$ cat config.mk
export PLATFORM = sky130hd
export DESIGN_NAME = piso_tx
export DESIGN_NICKNAME = d
export VERILOG_FILES = /design/src/rtl/piso_tx.sv
export SDC_FILE = /design/constraint.sdc
export NUM_CORES = 1
export LEC_CHECK = 0
export BUFFER_PORTS_ARGS = -buffer_cell sky130_fd_sc_hd__clkbuf_2
export CAP_MARGIN = 5
export CORE_AREA = 2 2 58 60
export CTS_BUF_LIST = sky130_fd_sc_hd__clkbuf_4
export DETAILED_ROUTE_END_ITERATION = 8
export DIE_AREA = 0 0 60 62
export PLACE_DENSITY = 0.45
export REMOVE_ABC_BUFFERS = 1
export SETUP_SLACK_MARGIN = 0.1
export SLEW_MARGIN = 15
export SYNTH_ARGS = -nofsm -noshare
export SYNTH_HDL_FRONTEND = slang
export SYNTH_SLANG_ARGS = --single-unit
$ cat constraint.sdc
create_clock -name clk -period 2.25 [get_ports clk]
set_input_delay 0.225 -clock clk [delete_from_list [all_inputs] [get_ports clk]]
set_output_delay 0.225 -clock clk [all_outputs]
set_load 0.1 [all_outputs]
$ cat src/rtl/piso_tx.sv
// Parallel-in serial-out transmitter: loads a word on load&&ready, shifts it out
// MSB-first over WIDTH cycles, then idles for HOLD cycles before accepting again.
module piso_tx #(
    parameter int WIDTH = 4,
    parameter int HOLD  = 4
) (
    input  logic             clk,
    input  logic             rst,
    input  logic [WIDTH-1:0] din,
    input  logic             load,
    output logic             ready,
    output logic             dout,
    output logic             dout_valid,
    output logic             busy,
    output logic             done
);

    localparam int MAXWH = (WIDTH > HOLD) ? WIDTH : HOLD;
    localparam int CW    = $clog2(MAXWH + 1);

    localparam logic [1:0] ST_IDLE  = 2'd0;
    localparam logic [1:0] ST_SHIFT = 2'd1;
    localparam logic [1:0] ST_HOLD  = 2'd2;

    localparam logic [CW-1:0] SHIFT_LOAD = CW'(WIDTH - 1);
    localparam logic [CW-1:0] HOLD_LOAD  = CW'((HOLD > 0) ? HOLD - 1 : 0);

    logic [1:0]       state;
    logic [WIDTH-1:0] shreg;
    logic [CW-1:0]    cnt;

    // dout is the shift register MSB; clearing the register on return to IDLE
    // gives dout=0 there, while HOLD leaves it frozen on the last bit.
    assign dout = shreg[WIDTH-1];

    always_ff @(posedge clk or negedge rst) begin
        if (!rst) begin
            state      <= ST_IDLE;
            shreg      <= '0;
            cnt        <= '0;
            ready      <= 1'b0;
            dout_valid <= 1'b0;
            busy       <= 1'b0;
            done       <= 1'b0;
        end else begin
            case (state)
                ST_IDLE: begin
                    ready <= 1'b1;
                    if (load && ready) begin
                        state      <= ST_SHIFT;
                        shreg      <= din;
                        cnt        <= SHIFT_LOAD;
                        ready      <= 1'b0;
                        dout_valid <= 1'b1;
                        busy       <= 1'b1;
                        done       <= 1'b0;
                    end
                end
                ST_SHIFT: begin
                    if (cnt != '0) begin
                        shreg <= {shreg[WIDTH-2:0], 1'b0};
                        cnt   <= cnt - CW'(1);
                        done  <= (cnt == CW'(1));
                    end else begin
                        done       <= 1'b0;
                        dout_valid <= 1'b0;
                        if (HOLD == 0) begin
                            state <= ST_IDLE;
                            shreg <= '0;
                            busy  <= 1'b0;
                            ready <= 1'b1;
                        end else begin
                            state <= ST_HOLD;
                            cnt   <= HOLD_LOAD;
                        end
                    end
                end
                ST_HOLD: begin
                    if (cnt != '0) begin
                        cnt <= cnt - CW'(1);
                    end else begin
                        state <= ST_IDLE;
                        shreg <= '0;
                        busy  <= 1'b0;
                        ready <= 1'b1;
                    end
                end
                default: begin
                    state      <= ST_IDLE;
                    shreg      <= '0;
                    cnt        <= '0;
                    ready      <= 1'b0;
                    dout_valid <= 1'b0;
                    busy       <= 1'b0;
                    done       <= 1'b0;
                end
            endcase
        end
    end

endmodule

==> results of run 1 <==
==> sequential cells by signal (all words and copies together) (netlist names) <==
| name | flops |
|---|---|
| shreg | 4 |
| busy | 1 |
| cnt | 3 |
| state | 2 |
| ready | 1 |
| done | 1 |
| dout_valid | 1 |
==> layer usage <==
layer | global-route usage [%] | vias to the layer above | part of all wire, %
met5 | 0 | - | 0
met4 | 5.71 | 0 | 2.4
met3 | 2.07 | 4 | 4.1
met2 | 15.4 | 15 | 42
met1 | 15.8 | 305 | 51
li1 | - | 320 | -
==> per-stage QoR <==
step / util, % / hold WS, ns / setup slack [ns] / instance area, um^2 / std cells
floorplan: - / -0.0706 / 0.376 / 732 / 79
global placement: 26.8 / 0.154 / 0.569 / 852 / 137
detailed placement: 26.8 / 0.159 / 0.522 / 852 / 137
CTS: 28.1 / 0.342 / 0.500 / 892 / 142
global route: 28.1 / 0.390 / 0.280 / 892 / 142
finish: 28.1 / 0.338 / 0.505 / 892 / 142
==> area by class of cell <==
type | instances | area (um^2)
well taps | 46 | 57.6
fillers | 344 | 2290
inverters | 8 | 30.0
repair buffers | 13 | 72.6
multi-input cells | 58 | 377
clock buffers | 4 | 30.0
flip-flops and latches | 13 | 325
==> what timing repair did <==
action	CTS	global route
setup buffers	0	0
hold buffers	1	0
hold endpoints to repair	13	0
==> cell usage after synthesis <==
cell	count	area, um^2
mux2_2	2	22.5
ha_1	3	37.5
and3_1	2	12.5
o41ai_1	1	8.76
nand2_2	1	6.26
a211o_1	2	17.5
xnor2_1	2	17.5
nor2_1	7	26.3
nor3_1	1	5.00
o21ai_0	6	30.0
dfrtp_1	13	325
a222oi_1	1	10.0
nor3_2	1	10.0
nor2b_1	1	6.26
nand3_1	3	15.0
a21oi_1	5	25.0
nand2b_1	1	6.26
a32o_1	3	30.0
nand2_1	9	33.8
o21bai_1	1	7.51
a22o_1	1	8.76
a22oi_1	1	7.51
buf_2	3	15.0
buf_6	1	11.3
nor2b_2	1	8.76
a221oi_1	1	8.76
inv_1	8	30.0
o22ai_1	1	6.26
o32ai_1	1	8.76
==> cells by family (layout without fill, tap and decap cells) <==
logic type | after synthesis | count (layout)
AND/OR/NAND/NOR | 27 | 27
AO/OA/AOI/OAI | 24 | 24
flip-flops | 13 | 13
buffers and inverters | 12 | 25
adder cells (fa/ha/maj) | 3 | 3
XOR/XNOR | 2 | 2
multiplexers | 2 | 2
==> cell usage in the layout (no fill, tap or decap), types with 2 or more instances in the layout <==
cell	instances
a32o_1	3
a21oi_1	5
nand3_1	3
mux2_2	2
clkbuf_2	11
nand2_1	9
nor2_1	7
o21ai_0	6
dfrtp_1	13
and3_1	2
inv_1	8
clkbuf_4	4
a211o_1	2
xnor2_1	2
ha_1	3
==> worst register-to-register path, stage by stage (launching register included) <==
cell and delay (ns):
dfrtp_1 0.38, inv_1 0.15, ha_1 0.23, nor2b_2 0.41, nor3_2 0.14, a22oi_1 0.20
o21ai_0 0.12
==> final timing paths <==
check                                   start  slack [ns]              endpoint
setup / recovery           cnt[0]$_DFFE_PN0P_        0.50  shreg[0]$_DFFE_PN0P_
hold / removal                         din[0]        0.34  shreg[0]$_DFFE_PN0P_
setup reg to reg           cnt[0]$_DFFE_PN0P_        0.50  shreg[0]$_DFFE_PN0P_
hold reg to reg              busy$_DFFE_PN0P_        0.52      busy$_DFFE_PN0P_
max in group asynchronous                 rst        1.62  shreg[1]$_DFFE_PN0P_
min in group asynchronous                 rst        0.37  shreg[0]$_DFFE_PN0P_
==> metrics.txt, run 1 <==
outcome finished, final reports clean; Post-Syn Area per Cell ~9 um^2; Detailed Route Iter0 Violations 14; Tcrit/Tclk final just under 80%; worst reg2reg path depth 6; Peak Freq 573 MHz; synth-to-layout area growth 17.7%; CP max FO 11; hold depth 4; stages on the worst setup path 6; clock buffer depth 2; Routed Wire Length around 1700 um; Post-Syn Area approximately 760 um^2; dpl hpwl 1200 um; CP max stage delay just over 0.4 ns; vias per inst ~4.5; simple-gate portion of the synthesized area approximately 17%; pin count of the biggest net entering global routing 14; Port Buffers 11; startpoint types flip-flop; Gate Count Post-Synth between 80 and 90; Final Skew roughly 0.0033 ns; die width ~60 um; DRT Pass-1 Iters 4; WL/cell ~12 um; RSZ-0062 raised after global routing false; final setup vio count 0; Die Y 62 um; minimum clock period ~1.7 ns; crit path cell chain inv_1 > ha_1 > nor2b_2 > nor3_2 > a22oi_1 > o21ai_0; Yosys reg bits 13; Remaining DRCs 0; antenna viol nets, final 0; post-synthesis compound-gate area fraction roughly 22%; mux cell area share after synthesis 2.97%; Critical Path AT between 1.5 and 2 ns; Unique masters post-synth 29; Crit path max-delay family simple AND/OR/NAND/NOR gates; starting density of the core about a quarter; Post-Synth XOR/XNOR Area under 10%; critical path class reg2reg; core area roughly 3200 um^2; Max Cap Viol 0; Nets 107; Max-Slew Margin vs Limit 63.9%; CTS tree yes; RePlAce Congestion about 0.78; Total GRT Usage 10.9%; vias between 600 and 700; share of synthesized cell area in full adder, half adder and majority cells 4.95%; synth warn 0; main combinational cell family by area after synthesis compound AO/OA/AOI/OAI gates; gr ovfl total 0; clock-pin slew on the worst setup and hold paths ~0.090 ns; post_cts resized 0; slowest library cell on the worst path nor2b_2; Hold Fails Final Rpt 0; setup_tns 0 ns; first-pass GRT wire length just under 3000 um; CTS H-tree depth 1; count of pins over their slew limit 0; root buf cell clkbuf_4; sequential area share after synthesis roughly 43%; CP required 2.41 ns; Crit. End Element flip-flop; clock tree sinks 13; number of antenna violations at the first check in global routing 0; share of cells above drive strength 1 around 22%; Buf/Inv on CP 1; Clk Latency, worst-skew pair 0.28 ns; vias in the first global route ~600; Site Rows 21; antenna cells 0; I/O Pins 12; worst-margin pin slew 0.543 ns; Die Footprint 3720 um^2; cts bufs inserted 3; HP Class in2reg
Power of run 1 is left out: the tool's default activity adds up to more than one toggle a clock period on the data nets, which glitch-free logic cannot reach.
==> run 2, diff against run 1 <==
PLACE_DENSITY = 0.47   (was 0.45)
clock period = 1.48 ns   (was 2.25 ns; I/O delays follow)
==> run 2 against run 1 <==
Net effect:
- global-route usage increased by 0.72 points
- worst setup slack lost 0.45 ns
- hold slack got worse by 0.071 ns
- clock-buffer cell count unchanged
- clock skew is 0.0018 ns lower
- sequential cell count unchanged
- non-clock buffer count up 14
- cell count grew 9.9%
- sequential share of layout area is 5.6 points lower
- critical endpoint is now shreg[3]$_DFFE_PN0P_
- largest cell class unchanged
==> metrics.txt, run 2 (synthesized netlist as in run 1, its figures left out) <==
gr ovfl total 0 (unchanged); Die Footprint 3720 um^2 (unchanged); antenna viol nets, final 0 (unchanged); max reg flops 4 (unchanged); starting density of the core 23.8% (unchanged); Crit. End Element flip-flop; RSZ-0062 raised after global routing true; Routed Wire Length 1860 um (+10%); Peak Freq 703 MHz (+23%); antenna cells 0 (unchanged); dpl hpwl 1320 um (+9.9%); cts bufs inserted 3 (unchanged); Critical Path AT 1.59 ns (-0.32 ns); core area 3180 um^2 (unchanged); Nets 121 (+13%); pin count of the biggest net entering global routing 14 (unchanged); synth-to-layout area growth 39.1%; CTS H-tree depth 1 (unchanged); clock-pin slew on the worst setup and hold paths 0.08 ns (about the same); HP Class in2reg; Die Y 62 um (unchanged); root buf cell clkbuf_4; Tcrit/Tclk final 96.1% (+19 points); Hold Fails Final Rpt 0 (unchanged); CP max stage delay 0.40 ns (about the same); count of pins over their slew limit 0 (unchanged); commonest cells after routing, fill and taps aside dfrtp_1, buf_4, clkbuf_2; Final Skew 0.00154 ns (-0.00177 ns); RePlAce Congestion 0.767 (-1.1%); clock tree sinks 13 (unchanged); Max-Slew Margin vs Limit 64.2% (+0.31 points); CP required 1.65 ns (-0.76 ns); pre-CTS WS -0.0392 ns (-0.561 ns); CP max FO 5 (-6); Site Rows 21 (unchanged); final worst setup slack 0.0574 ns (-0.448 ns); final setup vio count 0 (unchanged); DRT Pass-1 Iters 4 (unchanged); minimum clock period 1.42 ns (-0.322 ns); clock buffer depth 2 (unchanged); slowest library cell on the worst path dfrtp_1; vias 678 (+5.3%); top flop regs shreg (4), cnt (3), state (2); number of antenna violations at the first check in global routing 0 (unchanged); vias in the first global route 703 (+18%); Max Cap Viol 0 (unchanged); CTS tree yes; outcome finished, final reports clean; hold depth 4 (unchanged); worst reg2reg path depth 7 (+1); Detailed Route Iter0 Violations 30 (+16); die width 60 um (unchanged); worst-margin pin slew 0.539 ns (-0.00468 ns); I/O Pins 12 (unchanged); critical path class reg2reg; Total GRT Usage 11.6% (+0.72 points); startpoint types flip-flop; share of cells above drive strength 1 39.1% (+17 points); crit path cell chain inv_2 > ha_4 > nor2b_4 > buf_6 > nor3_4 > buf_6 > a32o_1; Most flops, register shreg; Port Buffers 11 (unchanged); Remaining DRCs 0 (unchanged); Clk Latency, worst-skew pair 0.28 ns (about the same); WL/cell 11.9 um (+0.39%); first-pass GRT wire length 3150 um (+5.8%); CP dominant cell by count buf_6; commonest non-fill, non-tap cell in the layout dfrtp_1; vias per inst 4.35 (-4.2%)
[run 2: cell count changes in the layout (fill, tap and decap cells not counted), sizes merged]
cell    previous run  this run
buf                1        16
clkbuf            15        14
[run 2: final cells by class]
class,count,area (um^2)
Inverter,8,30.0
Tap cell,46,57.6
Timing Repair Buffer,27,189
Clock buffer,4,30.0
Multi-Input combinational cell,58,423
Fill cell,336,2120
Sequential cell,13,325
[run 2: repair_timing]
action / in CTS / in global routing
hold buffers: 1 / 0
endpoints found under the hold margin: 13 / 0
pin swaps: 3 / 3
gates resized for setup: 10 / 10
cloned: 0 / 0
setup endpoints to repair: 8 / 11
buffers inserted: 3 / 1
[run 2: path summary, 6_finish.rpt]
kind / end / startpoint / slack [ns]
max: shreg[3]$_DFFE_PN0P_ / cnt[1]$_DFFE_PN0P_ / 0.06
min: shreg[0]$_DFFE_PN0P_ / din[0] / 0.27
max reg2reg: shreg[3]$_DFFE_PN0P_ / cnt[1]$_DFFE_PN0P_ / 0.06
min reg2reg: state[0]$_DFFE_PN0P_ / state[1]$_DFFE_PN0P_ / 0.51
max in group asynchronous: shreg[3]$_DFFE_PN0P_ / rst / 0.94
min in group asynchronous: done$_DFFE_PN0P_ / rst / 0.29
[run 2: through the flow]
stage	instance area (um^2)	util, %	cells	hold WS (ns)	TNS [ns]
global route	1050	33.2	156	0.268	-0.0282
floorplan	732	-	79	-0.148	-2.91
global placement	927	29.2	147	0.0716	0
CTS	1030	32.3	155	0.238	0
detailed placement	927	29.2	147	0.0736	-0.0738
finish	1050	33.2	156	0.267	0
[run 2: per-layer routing]
metal | part of all wire (%) | GRT usage, % | up-vias
li1 | - | - | 350
met1 | 49 | 14.8 | 313
met2 | 46 | 18.8 | 13
met3 | 4.5 | 4.97 | 2
met4 | 0.70 | 1.90 | 0
met5 | 0 | 0 | -
[run 2: worst max-delay path: cells and delay by family (launching register included)]
kind                       cells  cell delay, ns
buffers and inverters          3            0.34
and+or+nand+nor                2            0.24
AOI/OAI and AO/OA              1            0.20
adders and majority gates      1            0.13
DFF                            1            0.40
Power of run 2 is left out for the same reason.
==> run 3, diff against run 2 <==
ABC_AREA = 1   (was not set)
CORE_AREA = 2 2 56 58   (was 2 2 58 60)
DIE_AREA = 0 0 58 60   (was 0 0 60 62)
==> run 3 against run 2 <==
Net effect:
- clock-buffer cell count did not move
- non-clock buffer count fell by 14
- critical endpoint unchanged
- synthesized cell count rose by 14%
- clock skew rose by 0.0014 ns
- global-route usage fell by 2.1 points
- highest routed layer unchanged
- wire length fell by 18%
==> metrics.txt, run 3 <==
synth warn 0 (unchanged); Port Buffers 11 (unchanged); hold depth 3 (-1); antenna cells 0 (unchanged); Yosys reg bits 13 (unchanged); Crit path max-delay family simple AND/OR/NAND/NOR gates; Site Rows 20 (-4.8%); RSZ-0062 raised after global routing true; DR WL met2 785 um (-8.3%); worst hold start din[0]; final worst setup slack 0.183 ns (+0.125 ns); pre-CTS WS 0.178 ns (+0.217 ns); count of pins over their slew limit 0 (unchanged); Hold Fails Final Rpt 0 (unchanged); WHS 0.0961 ns (-0.171 ns); antenna viol nets, final 0 (unchanged); die width 58 um (-3.3%); Peak Freq 771 MHz (+9.7%); RePlAce Congestion 0.806 (+5.1%); sequential area share after synthesis 45.4% (+2.5 points); share of cells above drive strength 1 25.0% (-14 points); vias per inst 4.17 (-4.2%); core area 2900 um^2 (-8.7%); crit path cell chain inv_1 > ha_1 > nand2_1 > nand2_1 > nand3_4 > nand2_1 > o21ai_0; CP required 1.65 ns (about the same); gr ovfl total 0 (unchanged); ys flop type dfrtp_1; WL/cell 10.4 um (-12%); commonest cells after routing, fill and taps aside nand2_1, dfrtp_1, inv_1; CP dominant cell by count nand2_1; Die Footprint 3480 um^2 (-6.5%); Routed Wire Length 1520 um (-18%); Worst Hold End shreg[0]$_DFFE_PN0P_; Remaining DRCs 0 (unchanged); commonest non-fill, non-tap cell in the layout nand2_1; cts bufs inserted 3 (unchanged); Post-Syn Area per Cell 7.55 um^2 (-17%); root buf cell clkbuf_4; Post-Syn Area 717 um^2 (-5.4%); clock-pin slew on the worst setup and hold paths 0.08 ns (about the same); slowest library cell on the worst path dfrtp_1; clock tree sinks 13 (unchanged); Max Cap Viol 0 (unchanged); DRT Pass-1 Iters 4 (unchanged); vias 604 (-11%); top flop regs shreg (4), cnt (3), state (2); CP max FO 7 (+2); number of antenna violations at the first check in global routing 0 (unchanged); area leader, netlist dfrtp_1; Final Skew 0.00291 ns (+0.00137 ns); synth-to-layout area growth 21.8%; worst reg2reg path depth 7 (unchanged); Most flops, register shreg; Max-Slew Margin vs Limit 64.0% (-0.25 points); worst-margin pin slew 0.543 ns (+0.00384 ns); Area contributors post-synth dfrtp_1, nand2_1, inv_1; startpoint types flip-flop; top layer in use met4; starting density of the core 24.7% (+0.85 points); clock buffer depth 2 (unchanged); Die Y 60 um (-3.2%); Gate Count Post-Synth 95 (+14%); CP max stage delay 0.41 ns (about the same); FF-to-FF Start cnt[0]$_DFFE_PN0P_; critical path class reg2reg; Critical Path AT 1.46 ns (-0.13 ns); most frequent cells after synthesis nand2_1, dfrtp_1, inv_1, o21ai_0, nor2_1; vias in the first global route 567 (-19%); Reg2Reg Setup Slack 0.18 ns (+0.13 ns); Nets 123 (+1.7%); max reg flops 4 (unchanged); outcome finished, final reports clean; Unique masters post-synth 13 (-55%); routed wire length on met3 53 um (-36%); Post-synth EDFFs 0 (unchanged); I/O Pins 12 (unchanged); minimum clock period 1.30 ns (-0.125 ns); FF-to-FF End shreg[3]$_DFFE_PN0P_; final setup vio count 0 (unchanged); most common cell in the netlist nand2_1; WL met1 666 um (-26%); dpl hpwl 1120 um (-15%); pin count of the biggest net entering global routing 14 (unchanged); post-synth top area share 45.4% (+2.5 points); Buf/Inv on CP 1 (-2); Crit. End Element flip-flop; CTS H-tree depth 1 (unchanged); first-pass GRT wire length 2420 um (-23%); CTS tree yes; Total GRT Usage 9.58% (-2.1 points); HP Class in2reg; Tcrit/Tclk final 87.6% (-8.5 points); Detailed Route Iter0 Violations 13 (-57%); Clk Latency, worst-skew pair 0.28 ns (about the same); FFs w/ async S/R, synth 100% (unchanged)
run 3: cell type report:
class | count | area [um^2]
inverters | 15 | 56.3
multi-input cells | 67 | 348
fillers | 320 | 2030
well taps | 33 | 41.3
flip-flops and latches | 13 | 325
clock buffers | 4 | 30.0
repair buffers | 13 | 72.6
run 3: timing repair:
item / CTS / global route
gates resized for setup: 0 / 5
endpoints found under the setup margin: 0 / 8
hold buffers: 1 / 0
endpoints found under the hold margin: 13 / 0
buffers inserted: 0 / 1
run 3: cells by family after synthesis:
family                     synth area share [%]
adders and majority gates                  5.24
buffers and inverters                      7.85
DFF                                        45.4
and+or+nand+nor                            34.6
AOI/OAI and AO/OA                          6.98
run 3: worst max-delay path by stage:
stage | start | end | cells past startpoint
final | cnt[0]$_DFFE_PN0P_ | shreg[3]$_DFFE_PN0P_ | 7
after global routing | cnt[0]$_DFFE_PN0P_ | shreg[3]$_DFFE_PN0P_ | 7
after CTS | cnt[1]$_DFFE_PN0P_ | shreg[1]$_DFFE_PN0P_ | 7
after detailed placement | cnt[0]$_DFFE_PN0P_ | shreg[2]$_DFFE_PN0P_ | 7
after global placement | cnt[0]$_DFFE_PN0P_ | cnt[2]$_DFFE_PN0P_ | 10
after floorplan | ready$_DFFE_PN0P_ | shreg[3]$_DFFE_PN0P_ | 5
run 3: routing by layer:
| metal | vias to the layer above | GRT usage, % |
|---|---|---|
| met5 | - | 0 |
| met4 | 0 | 2.99 |
| met3 | 2 | 3.90 |
| met2 | 11 | 16.2 |
| met1 | 269 | 11.1 |
| li1 | 322 | - |
run 3: worst register-to-register path, cell delays in order, from the launching register on:
cell and delay, ns:
dfrtp_1 0.41, inv_1 0.09, ha_1 0.17, nand2_1 0.11
nand2_1 0.15, nand3_4 0.12, nand2_1 0.07, o21ai_0 0.07
run 3: metrics by stage:
stage / utilization [%] / instance area [um^2] / instances / setup TNS, ns
3_5_place_dp: 28.0 / 813 / 139 / 0
6_report: 30.1 / 873 / 145 / 0
3_3_place_gp: 28.0 / 813 / 139 / 0
5_1_grt: 30.1 / 873 / 145 / 0
4_1_cts: 29.4 / 853 / 144 / 0
2_1_floorplan: - / 717 / 95 / -1.91
Power of run 3 is left out for the same reason.
